--- src/rtl/rel_display_pkg.sv ---
// Shared types and constants for the time-of-day display reader.
package rel_display_pkg;

  typedef enum logic [1:0] {
    IDLE      = 2'd0,
    CONV_MIN  = 2'd1,
    CONV_HOUR = 2'd2,
    LOAD      = 2'd3
  } state_t;

  // What a display digit register shows: a BCD digit, a dash or nothing.
  typedef enum logic [1:0] {
    SHOW_NUM   = 2'd0,
    SHOW_DASH  = 2'd1,
    SHOW_BLANK = 2'd2
  } show_t;

  typedef struct packed {
    show_t      show;
    logic [3:0] code;
  } digit_t;

  // Segment patterns, bit order {g,f,e,d,c,b,a}, active-high.
  localparam logic [6:0] SEG_0     = 7'h3F;
  localparam logic [6:0] SEG_1     = 7'h06;
  localparam logic [6:0] SEG_2     = 7'h5B;
  localparam logic [6:0] SEG_3     = 7'h4F;
  localparam logic [6:0] SEG_4     = 7'h66;
  localparam logic [6:0] SEG_5     = 7'h6D;
  localparam logic [6:0] SEG_6     = 7'h7D;
  localparam logic [6:0] SEG_7     = 7'h07;
  localparam logic [6:0] SEG_8     = 7'h7F;
  localparam logic [6:0] SEG_9     = 7'h6F;
  localparam logic [6:0] SEG_DASH  = 7'h40;
  localparam logic [6:0] SEG_BLANK = 7'h00;

  localparam logic [5:0] MIN_MAX    = 6'd59;
  localparam logic [4:0] HOUR24_MAX = 5'd23;
  localparam logic [4:0] HOUR12_MAX = 5'd11;

  // Shift-add-3 correction applied to both BCD nibbles before each shift.
  function automatic logic [7:0] dd_adjust(input logic [7:0] v);
    logic [7:0] r;
    r = v;
    if (r[3:0] >= 4'd5) r[3:0] = r[3:0] + 4'd3;
    if (r[7:4] >= 4'd5) r[7:4] = r[7:4] + 4'd3;
    return r;
  endfunction

endpackage

--- src/rtl/rel_display_if.sv ---
// Bundle between the clock core, the display reader and the board pins.
// There is no handshake: the time fields are level signals sampled on every
// clk edge while the reader is idle; seg/an/dp/busy are registered or decoded
// from registered state and are valid on every cycle.
interface rel_display_if;
  import rel_display_pkg::*;

  logic [5:0] minutos;
  logic [4:0] hora;
  logic       modo;
  logic       am;
  logic       pm;
  logic [6:0] seg;
  logic [3:0] an;
  logic       dp;
  logic       busy;
  state_t     dbg_state;

  modport master (
    output minutos, hora, modo, am, pm,
    input  seg, an, dp, busy, dbg_state
  );

  modport slave (
    input  minutos, hora, modo, am, pm,
    output seg, an, dp, busy, dbg_state
  );
endinterface

--- src/rtl/rel_display_seg7_dec.sv ---
// 7-segment decoder: BCD digit, with blank taking priority over dash.
module seg7_dec
  import rel_display_pkg::*;
(
  input  logic [3:0] code,
  input  logic       blank,
  input  logic       dash,
  output logic [6:0] seg
);

  // Pure lookup; non-decimal codes never reach here and decode as blank.
  always_comb begin
    seg = SEG_BLANK;
    if (blank) begin
      seg = SEG_BLANK;
    end else if (dash) begin
      seg = SEG_DASH;
    end else begin
      unique case (code)
        4'd0:    seg = SEG_0;
        4'd1:    seg = SEG_1;
        4'd2:    seg = SEG_2;
        4'd3:    seg = SEG_3;
        4'd4:    seg = SEG_4;
        4'd5:    seg = SEG_5;
        4'd6:    seg = SEG_6;
        4'd7:    seg = SEG_7;
        4'd8:    seg = SEG_8;
        4'd9:    seg = SEG_9;
        default: seg = SEG_BLANK;
      endcase
    end
  end

endmodule

--- src/rtl/rel_display.sv ---
// Time display reader: snapshot, sequential binary-to-BCD conversion and
// 4-digit multiplexed 7-segment scan.
module rel_display
  import rel_display_pkg::*;
#(
  parameter int SCAN_DIV = 1000
) (
  input logic          clk,
  input logic          rst,
  rel_display_if.slave bus
);

  localparam int CNT_W = (SCAN_DIV > 2) ? $clog2(SCAN_DIV) : 1;
  localparam logic [CNT_W-1:0] SCAN_LAST = CNT_W'(SCAN_DIV - 1);

  state_t     state, state_nx;
  logic       valid;
  logic [5:0] snap_min;
  logic [4:0] snap_hour;
  logic       snap_modo, snap_pm;
  logic [2:0] bit_cnt;
  logic [5:0] shreg;
  logic [7:0] acc, acc_adj, min_bcd;
  logic [4:0] hour_adj;
  logic       pm_eff, changed, min_bad, hour_bad;
  digit_t [3:0] disp;
  logic       disp_modo, disp_pm;

  logic [CNT_W-1:0] scan_cnt;
  logic [1:0]       idx, idx_nx;
  logic             wrap;
  digit_t           cur;
  logic [6:0]       seg_nx;

  // am and pm both set (or both clear) is contradictory and reads as not-pm.
  assign pm_eff   = bus.pm & ~bus.am;
  assign changed  = !valid || ({bus.minutos, bus.hora, bus.modo, pm_eff} !=
                               {snap_min, snap_hour, snap_modo, snap_pm});
  assign acc_adj  = dd_adjust(acc);
  assign hour_adj = (!snap_modo && snap_hour == 5'd0) ? 5'd12 : snap_hour;
  assign min_bad  = snap_min > MIN_MAX;
  assign hour_bad = snap_modo ? (snap_hour > HOUR24_MAX) : (snap_hour > HOUR12_MAX);

  assign bus.busy      = (state != IDLE);
  assign bus.dbg_state = state;

  // FSM state register.
  always_ff @(posedge clk or negedge rst) begin
    if (!rst) state <= IDLE;
    else      state <= state_nx;
  end

  // Next-state: fixed-length pass once a change is seen in IDLE.
  always_comb begin
    state_nx = state;
    unique case (state)
      IDLE:      if (changed) state_nx = CONV_MIN;
      CONV_MIN:  if (bit_cnt == 3'd5) state_nx = CONV_HOUR;
      CONV_HOUR: if (bit_cnt == 3'd4) state_nx = LOAD;
      LOAD:      state_nx = IDLE;
      default:   state_nx = IDLE;
    endcase
  end

  // Snapshot capture, double-dabble engine and atomic display load.
  always_ff @(posedge clk or negedge rst) begin
    if (!rst) begin
      valid     <= 1'b0;
      snap_min  <= '0;
      snap_hour <= '0;
      snap_modo <= 1'b0;
      snap_pm   <= 1'b0;
      bit_cnt   <= '0;
      shreg     <= '0;
      acc       <= '0;
      min_bcd   <= '0;
      disp      <= {4{digit_t'{SHOW_BLANK, 4'd0}}};
      disp_modo <= 1'b0;
      disp_pm   <= 1'b0;
    end else begin
      unique case (state)
        IDLE: begin
          if (changed) begin
            valid     <= 1'b1;
            snap_min  <= bus.minutos;
            snap_hour <= bus.hora;
            snap_modo <= bus.modo;
            snap_pm   <= pm_eff;
            shreg     <= bus.minutos;
            acc       <= '0;
            bit_cnt   <= '0;
          end
        end
        CONV_MIN: begin
          acc     <= {acc_adj[6:0], shreg[5]};
          shreg   <= {shreg[4:0], 1'b0};
          bit_cnt <= bit_cnt + 3'd1;
          if (bit_cnt == 3'd5) begin
            // Park the minutes result and prime the engine with the hour.
            min_bcd <= {acc_adj[6:0], shreg[5]};
            acc     <= '0;
            shreg   <= {hour_adj, 1'b0};
            bit_cnt <= '0;
          end
        end
        CONV_HOUR: begin
          acc     <= {acc_adj[6:0], shreg[5]};
          shreg   <= {shreg[4:0], 1'b0};
          bit_cnt <= bit_cnt + 3'd1;
        end
        LOAD: begin
          disp[0] <= min_bad ? digit_t'{SHOW_DASH, 4'd0} : digit_t'{SHOW_NUM, min_bcd[3:0]};
          disp[1] <= min_bad ? digit_t'{SHOW_DASH, 4'd0} : digit_t'{SHOW_NUM, min_bcd[7:4]};
          disp[2] <= hour_bad ? digit_t'{SHOW_DASH, 4'd0} : digit_t'{SHOW_NUM, acc[3:0]};
          if (hour_bad)              disp[3] <= digit_t'{SHOW_DASH, 4'd0};
          else if (acc[7:4] == 4'd0) disp[3] <= digit_t'{SHOW_BLANK, 4'd0};
          else                       disp[3] <= digit_t'{SHOW_NUM, acc[7:4]};
          disp_modo <= snap_modo;
          disp_pm   <= snap_pm;
        end
        default: ;
      endcase
    end
  end

  assign wrap   = (scan_cnt == SCAN_LAST);
  assign idx_nx = wrap ? idx + 2'd1 : idx;
  assign cur    = disp[idx_nx];

  seg7_dec u_dec (
    .code  (cur.code),
    .blank (cur.show == SHOW_BLANK),
    .dash  (cur.show == SHOW_DASH),
    .seg   (seg_nx)
  );

  // Free-running digit scan; seg/dp registered alongside an.
  always_ff @(posedge clk or negedge rst) begin
    if (!rst) begin
      scan_cnt <= '0;
      idx      <= '0;
      bus.an   <= 4'b0001;
      bus.seg  <= SEG_BLANK;
      bus.dp   <= 1'b0;
    end else begin
      scan_cnt <= wrap ? '0 : scan_cnt + 1'b1;
      idx      <= idx_nx;
      bus.an   <= 4'b0001 << idx_nx;
      bus.seg  <= seg_nx;
      bus.dp   <= (idx_nx == 2'd0) && !disp_modo && disp_pm;
    end
  end

endmodule
--- src/flat_wrapper.sv ---
// flat-port wrapper written by rule: the top's interface ports become plain ports
module rel_display_flat import rel_display_pkg::*;
#(
  parameter int SCAN_DIV = 1000
)
  (clk, rst, bus_minutos, bus_hora, bus_modo, bus_am, bus_pm, bus_seg, bus_an, bus_dp, bus_busy, bus_dbg_state);
  rel_display_if bus_i ();
  input logic clk;
  input logic rst;
  input wire logic [$bits(bus_i.minutos)-1:0] bus_minutos;
  input wire logic [$bits(bus_i.hora)-1:0] bus_hora;
  input wire logic [$bits(bus_i.modo)-1:0] bus_modo;
  input wire logic [$bits(bus_i.am)-1:0] bus_am;
  input wire logic [$bits(bus_i.pm)-1:0] bus_pm;
  output wire logic [$bits(bus_i.seg)-1:0] bus_seg;
  output wire logic [$bits(bus_i.an)-1:0] bus_an;
  output wire logic [$bits(bus_i.dp)-1:0] bus_dp;
  output wire logic [$bits(bus_i.busy)-1:0] bus_busy;
  output wire logic [$bits(bus_i.dbg_state)-1:0] bus_dbg_state;
  assign bus_i.minutos = bus_minutos;
  assign bus_i.hora = bus_hora;
  assign bus_i.modo = bus_modo;
  assign bus_i.am = bus_am;
  assign bus_i.pm = bus_pm;
  assign bus_seg = bus_i.seg;
  assign bus_an = bus_i.an;
  assign bus_dp = bus_i.dp;
  assign bus_busy = bus_i.busy;
  assign bus_dbg_state = bus_i.dbg_state;
  rel_display #(.SCAN_DIV(SCAN_DIV)) u_core (.clk(clk), .rst(rst), .bus(bus_i));
endmodule
--- config.mk ---
export PLATFORM = sky130hd
export DESIGN_NAME = rel_display_flat
export DESIGN_NICKNAME = d
export VERILOG_FILES = /design/src/rtl/rel_display_pkg.sv /design/src/rtl/rel_display_if.sv /design/src/rtl/rel_display_seg7_dec.sv /design/src/rtl/rel_display.sv /design/src/flat_wrapper.sv
export SDC_FILE = /design/constraint.sdc
export NUM_CORES = 1
export LEC_CHECK = 0
export ABC_AREA = 1
export CORE_ASPECT_RATIO = 0.8
export CORE_MARGIN = 5
export CORE_UTILIZATION = 49
export CTS_CLUSTER_SIZE = 12
export DETAILED_ROUTE_END_ITERATION = 10
export PLACE_DENSITY_LB_ADDON = 0.1
export SLEW_MARGIN = 10
export SYNTH_ARGS = -nofsm -noshare
export SYNTH_HDL_FRONTEND = slang
export SYNTH_SLANG_ARGS = --single-unit
--- constraint.sdc ---
create_clock -name clk -period 4.7 [get_ports clk]
set_input_delay 1.175 -clock clk [delete_from_list [all_inputs] [get_ports clk]]
set_output_delay 1.175 -clock clk [all_outputs]
set_load 0.01 [all_outputs]
==> metrics.cfg, run 1 <==
[cells_and_area]
layout.cells.non_filler=705
syn2layout_area_growth_pct=15.39
antenna_cells_inserted=0
num-fill-cells=849
design.final.nets=618
layout-drive-gt1-share_pct=7.288

[yosys]
postSynthCellCount=554
synthesis.area_per_instance_um2=8.160
synth_seq_cells=87
synth_area_um2=4521
number_of_warnings_reported_in_the_yosys_synthesis_log=0
synth_fp_nets=587
number_of_distinct_library_cell_variants_in_the_gate_level_netlist_after_synthesis=40
synth-seq-area-share_pct=48.24

[floorplanning]
fp-row-count=31
chipHeight_um=95.91
core-area_um2=9037
floorplan.initialDensity_pct=50.02
die_outline_area_um2=11260
design.portCount=31
chipWidth_um=117.4

[sta]
timing.final.crit_period_ns=3.029
part_of_the_cycle_the_worst_path_needs_pct=64.44
rsz0062_at_grt=false
max_clock_freq_mhz=330.2
slew-limit-headroom_pct=50.30
fin_ws_ns=1.671
hold_viol=0
tightest_slew_ns=0.7454
totalNegativeSetupSlack_ns=0
final-setup-viol-count=0
timing.clock.skew_ns=0.004887
final-max-slew-violation-count=0
finalHoldWorstSlack_ns=0.4419

[setup_path]
cp-end-kind=flop
cp_common_cell=sky130_fd_sc_hd__nand2_1
rr_worst_depth=14
r2r_setup_slack_ns=2.29
crit_slowest_cell=sky130_fd_sc_hd__clkdlybuf4s50_1
required_time_of_the_worst_setup_path_ns=4.97
worstPathMaxFanout=21
timing.critical_path.from=bus_am
crit_path_start_kind=primary input
timing.critical_path.slowest_cell_delay_ns=0.45
crit_path_cell_trace=clkdlybuf4s50_1, inv_1, nand2_1, xor2_1, nand4_1, nor4_1, nand3_1, buf_4, nand2_1, nand2_1, nand2_1
timing.setup.critical_path_class=primary input to flop
arrival_ns=3.30
crit-reg2reg-launch=u_core.scan_cnt[0]$_DFF_PN0_
critical_path.reg2reg.endpoint=u_core.bus.seg[3]$_DFF_PN0_
critPathCapture=u_core.acc[4]$_DFFE_PN0P_

[cts]
worstSkewPairLatency_ns=0.34
clk_transition_reported_paths_ns=0.06
post_cts_sizing_count=0
cts.hold.buffers_added=0
cts-buffers-inserted=9
cts_post_setup_buffers_inserted=0
ctsHtreeMaxLevel=3
root_buffer=sky130_fd_sc_hd__clkbuf_16
clock_sink_count=87
tritoncts=built
clock_path_buffers=2

[outcome]
status=finished clean

[job]
max_cap_viols=0

[route]
vias=3663
first_iter_violations=261
detailedRoute.firstPassIterationCount=5
post-route-drc-count=0
routedWlPerCell_um=14.26
drtAntennaViolNets=0
route.detailed.vias_per_inst=5.196
postRouteWirelength_um=10050

[power]
seqPwrFrac_pct=39.4
net_switching_share_of_the_total_power_pct=37.65
power_switching_uw=1067
p_int_uw=1767
vdd_ir_drop_max_uv=380.2
p_leak_uw=0.002620
power.total_uw=2834
combinationalPowerShare_pct=35.5
clkPwrFrac_pct=25.1
power_per_cell_area_nw_per_um2=543.2

[grt]
grt_max_degree=59
global_route_wire_length_before_repair_um=17270
number_of_antenna_violations_at_the_first_check_in_global_routing=0
number_of_global_route_vias_before_repair=3539
grt_remaining_overflow=0
globalRouteTotalUtil_pct=19.10

[place]
routabilityCongestion=0.9439
port-buffer-count=30
post-place-cells=689
place_worst_setup_slack_ns=1.353
place.detailed.hpwl_um=7376

[min_path]
holdCritPathClass=flop to flop

==> cell usage after synthesis, drive strengths merged <==
| master | n | area, um2 |
|---|---|---|
| a211oi | 1 | 7.510 |
| a21o | 1 | 7.510 |
| a21oi | 5 | 25.02 |
| a22o | 6 | 52.55 |
| a2bb2oi | 1 | 8.760 |
| a31oi | 2 | 12.51 |
| buf | 5 | 33.78 |
| clkbuf | 7 | 26.28 |
| clkinv | 3 | 11.26 |
| dfrtp | 84 | 2102 |
| dfstp | 3 | 78.83 |
| ha | 17 | 212.7 |
| inv | 68 | 255.2 |
| nand2 | 162 | 643.1 |
| nand3 | 58 | 330.3 |
| nand3b | 2 | 15.01 |
| nand4 | 5 | 31.28 |
| nor2 | 47 | 210.2 |
| nor3 | 5 | 25.02 |
| nor4 | 3 | 18.77 |
| o2111ai | 1 | 8.760 |
| o211ai | 2 | 15.01 |
| o21ai | 48 | 244.0 |
| o221ai | 3 | 26.28 |
| o22ai | 4 | 25.02 |
| or2 | 1 | 6.260 |
| xnor2 | 1 | 8.760 |
| xor2 | 9 | 78.83 |
==> per-stage QoR <==
step                      util [%]  area [um2]
final                        57.72        5216
after global placement       54.41        4917
after CTS                    57.72        5216
after floorplan                  -        4521
after global routing         57.72        5216
after detailed placement     54.41        4917
==> power groups by stage <==
stage / sequential [uW] / combinational [uW] / clock (uW)
6_report: 1120 / 1010 / 711
5_1_grt: 1140 / 1150 / 759
4_1_cts: 1110 / 1010 / 726
3_5_place_dp: 1130 / 1000 / 0
3_3_place_gp: 1120 / 986 / 0
2_1_floorplan: 1100 / 691 / 0
==> worst min-delay path by stage <==
stage	from	endpoint	cells past startpoint
floorplan	u_core.disp_modo$_DFFE_PN0N_	u_core.bus.dp$_DFF_PN0_	1
global placement	u_core.disp_modo$_DFFE_PN0N_	u_core.bus.dp$_DFF_PN0_	1
detailed placement	u_core.disp_modo$_DFFE_PN0N_	u_core.bus.dp$_DFF_PN0_	1
CTS	u_core.disp_modo$_DFFE_PN0N_	u_core.bus.dp$_DFF_PN0_	1
global route	u_core.disp_modo$_DFFE_PN0N_	u_core.bus.dp$_DFF_PN0_	1
finish	u_core.disp_modo$_DFFE_PN0N_	u_core.bus.dp$_DFF_PN0_	1
==> layout make-up <==
cell class                 instances  area, um2  share of cell area (%)
timing repair buffer              32      312.8                   5.997
clock buffer                      10      229.0                   4.390
sequential                        87       2181                   41.81
multi-input combinational        384       2013                   38.59
tap                              115      143.9                   2.758
inverter                          71      266.5                   5.109
clock inverter                     6      70.07                   1.343
==> cell usage in the layout, fill, tap and decap left out, types with 6 or more instances in the layout <==
cell	instances
sky130_fd_sc_hd__nand2_2	8
sky130_fd_sc_hd__inv_1	67
sky130_fd_sc_hd__clkdlybuf4s50_1	29
sky130_fd_sc_hd__o21ai_0	42
sky130_fd_sc_hd__dfrtp_1	84
sky130_fd_sc_hd__nor2_1	43
sky130_fd_sc_hd__nand3_1	53
sky130_fd_sc_hd__a22o_1	6
sky130_fd_sc_hd__nand2_1	152
sky130_fd_sc_hd__clkbuf_16	9
sky130_fd_sc_hd__ha_1	17
sky130_fd_sc_hd__xor2_1	9
==> layer usage <==
| layer | up-vias | global-route usage (%) | part of all wire (%) |
|---|---|---|---|
| li1 | 1847 | - | - |
| met1 | 1732 | 28.56 | 52 |
| met2 | 78 | 27.73 | 43 |
| met3 | 6 | 4.935 | 4.5 |
| met4 | 0 | 4.444 | 0.65 |
| met5 | - | 0 | 0 |
==> state kept, by name (all words and copies together), names as in the netlist, 2 cells and up <==
signal and flops:
u_core.disp 20, u_core.scan_cnt 10, u_core.acc 8, u_core.min_bcd 8
u_core.bus.seg 7, u_core.shreg 6, u_core.snap_min 6, u_core.snap_hour 5
u_core.bus.an 4, u_core.bit_cnt 3, u_core.bus.dbg_state 2, u_core.idx 2
==> critical path: cells and delay by family <==
family        cells  cell delay (ns)
simple gates      7             1.23
buf+inv           3             0.71
xor+xnor          1             0.17
==> cell families after synthesis <==
| group | Yosys count | synth area share [%] |
|---|---|---|
| flip-flops | 87 | 48.24 |
| XOR/XNOR | 10 | 1.938 |
| adder cells (fa/ha/maj) | 17 | 4.705 |
| buffers and inverters | 83 | 7.224 |
| AO/OA/AOI/OAI | 74 | 9.576 |
| AND/OR/NAND/NOR | 283 | 28.31 |
(Power assumes the default switching activity.)
==> run 2, diff against run 1 <==
==> constraint.sdc (replaced) <==
create_clock -name clk -period 2.6 [get_ports clk]
set_input_delay 0.65 -clock clk [delete_from_list [all_inputs] [get_ports clk]]
set_output_delay 0.65 -clock clk [all_outputs]
set_load 0.01 [all_outputs]
==> run 2 against run 1 <==
Against the previous run:
- sequential share of layout area fell by 0.97 points
- sequential cell count did not move
- global-route usage rose by 0.24 points
- first-iteration DRC count rose by 5.0%
- total power rose by 87%
- sequential power rose by 80%
- non-clock buffer count rose by 10
- clock power rose by 93%
- hold slack got worse by 0.17 ns
- via count rose by 0.85%
- final area rose by 2.4%
- critical path type is now flop to output pin
- largest cell class unchanged
- highest routed layer unchanged
==> metrics.cfg, run 2 (same netlist as run 1, synthesis figures left out) <==
[sta]
timing.clock.skew_ns=0.007764  ; +0.002877 ns
timing.final.crit_period_ns=2.456
final-max-slew-violation-count=0  ; unchanged
totalNegativeSetupSlack_ns=0  ; unchanged
hold_viol=0  ; unchanged
fin_ws_ns=0.1438  ; -1.528 ns
max_clock_freq_mhz=407.1
rsz0062_at_grt=false
slew-limit-headroom_pct=66.26  ; +16 points
part_of_the_cycle_the_worst_path_needs_pct=94.47
final-setup-viol-count=0  ; unchanged
tightest_slew_ns=0.5062  ; -0.2393 ns

[floorplanning]
core-area_um2=9037  ; unchanged
die_outline_area_um2=11260  ; unchanged
floorplan.initialDensity_pct=50.02  ; unchanged
chipHeight_um=95.91  ; unchanged
design.portCount=31  ; unchanged
fp-row-count=31  ; unchanged
chipWidth_um=117.4  ; unchanged

[cts]
ctsHtreeMaxLevel=3  ; unchanged
post_cts_sizing_count=0  ; unchanged
root_buffer=sky130_fd_sc_hd__clkbuf_16
clock_path_buffers=2  ; unchanged
cts.hold.buffers_added=0  ; unchanged
cts-buffers-inserted=9  ; unchanged
cts_post_setup_buffers_inserted=0  ; unchanged
clock_sink_count=87  ; unchanged
clk_transition_reported_paths_ns=0.07  ; about the same
worstSkewPairLatency_ns=0.34  ; about the same
tritoncts=built

[grt]
grt_remaining_overflow=0  ; unchanged
globalRouteTotalUtil_pct=19.35  ; +0.24 points
number_of_antenna_violations_at_the_first_check_in_global_routing=0  ; unchanged
grt_max_degree=39  ; -34%
global_route_wire_length_before_repair_um=17380  ; +0.64%
number_of_global_route_vias_before_repair=3504  ; -0.99%

[cells_and_area]
largest_register_ff_count=20  ; unchanged
layout.cells.most_common=sky130_fd_sc_hd__nand2_1
num-fill-cells=802  ; -5.5%
design.final.nets=628  ; +1.6%
layout-drive-gt1-share_pct=9.000  ; +1.7 points
largest_register=u_core.disp
most-common-layout-cells=sky130_fd_sc_hd__nand2_1, sky130_fd_sc_hd__dfrtp_1, sky130_fd_sc_hd__inv_1, sky130_fd_sc_hd__nand3_1, sky130_fd_sc_hd__nor2_1
final_core_utilization_pct=59.09  ; +1.4 points
biggestRegsByFlops=u_core.disp x20, u_core.scan_cnt x10
antenna_cells_inserted=0  ; unchanged
syn2layout_area_growth_pct=18.13

[outcome]
status=finished clean

[route]
post-route-drc-count=0  ; unchanged
route.detailed.vias_per_inst=5.166  ; -0.56%
vias=3694  ; +0.85%
postRouteWirelength_um=10190  ; +1.4%
drtAntennaViolNets=0  ; unchanged
detailedRoute.firstPassIterationCount=6  ; +1
routedWlPerCell_um=14.25  ; about the same
first_iter_violations=274  ; +5.0%

[setup_path]
crit-reg2reg-launch=u_core.scan_cnt[0]$_DFF_PN0_
critical_path.reg2reg.endpoint=u_core.bus.seg[5]$_DFF_PN0_
worstPathMaxFanout=6  ; -71%
r2r_setup_slack_ns=0.23  ; -2.06 ns
crit_path_start_kind=flop
timing.setup.critical_path_class=flop to output pin
critPathCapture=bus_busy
required_time_of_the_worst_setup_path_ns=1.95  ; -3.02 ns
arrival_ns=1.81  ; -1.49 ns
rr_worst_depth=15  ; +1
timing.critical_path.from=u_core.bus.dbg_state[0]$_DFFE_PN0P_
cp-end-kind=output pin

[job]
max_cap_viols=0  ; unchanged

[power]
vdd_ir_drop_max_uv=569.7  ; +50%
power_per_cell_area_nw_per_um2=991.8  ; +83%
p_leak_uw=0.002692  ; +2.8%

[place]
place.detailed.hpwl_um=7720  ; +4.7%
port-buffer-count=30  ; unchanged
routabilityCongestion=0.9929  ; +5.2%
place_worst_setup_slack_ns=0.09914  ; -1.253 ns

[min_path]
holdCritPathClass=primary input to async pin

==> run 2: changes by cell type in the layout (fill, tap and decap cells not counted), sizes merged <==
cell,change
buf,+10
bufinv,+1
clkbuf,-1
clkinv,+2
clkinvlp,-1
inv,-1
==> run 2: power breakdown <==
| group | internal (uW) | switching, uW | leakage, uW | total [uW] |
|---|---|---|---|---|
| logic | 776 | 1130 | 0.00143 | 1900 |
| registers | 1740 | 281 | 0.00111 | 2020 |
| clock network | 842 | 526 | 0.000152 | 1370 |
| total | 3360 | 1940 | 0.00269 | 5300 |
==> run 2: through the flow <==
step	instances	area [um2]	hold slack (ns)	power [uW]
after global placement	699	5017	0.4299	3908
after detailed placement	699	5017	0.4299	3941
final	715	5340	0.2711	5296
after global routing	715	5340	0.3078	5716
after floorplan	554	4521	0.3544	3244
after CTS	715	5340	0.2750	5331
==> run 2: worst min path at each step <==
stage,end,depth (start not counted)
final,u_core.snap_pm$_DFFE_PN0P_,1
after floorplan,u_core.acc[0]$_DFFE_PN0P_,0
after detailed placement,u_core.bus.dp$_DFF_PN0_,1
after CTS,u_core.snap_min[2]$_DFFE_PN0P_,1
after global placement,u_core.bus.dp$_DFF_PN0_,1
after global routing,u_core.snap_pm$_DFFE_PN0P_,1
==> run 2: worst max-delay path, stage by stage (launching register included) <==
cell and delay [ns]:
sky130_fd_sc_hd__dfrtp_1 0.45, sky130_fd_sc_hd__inv_1 0.09, sky130_fd_sc_hd__ha_1 0.28, sky130_fd_sc_hd__inv_1 0.11, sky130_fd_sc_hd__clkdlybuf4s50_1 0.54
==> run 2: layout make-up <==
type	count	area, um2	area share (%)
multi-input cells	384	2013	37.70
repair buffers	42	412.9	7.732
clock buffers	9	225.2	4.217
flip-flops and latches	87	2181	40.84
inverters	71	266.5	4.991
well taps	115	143.9	2.694
clock inverters	7	97.59	1.828
==> run 2: routing by layer <==
layer | GRT usage (%) | vias up | routed length (um)
met5 | 0 | - | 0
met4 | 4.831 | 0 | 102
met3 | 6.052 | 11 | 691
met2 | 27.31 | 75 | 4231
met1 | 28.76 | 1740 | 5166
li1 | - | 1868 | -
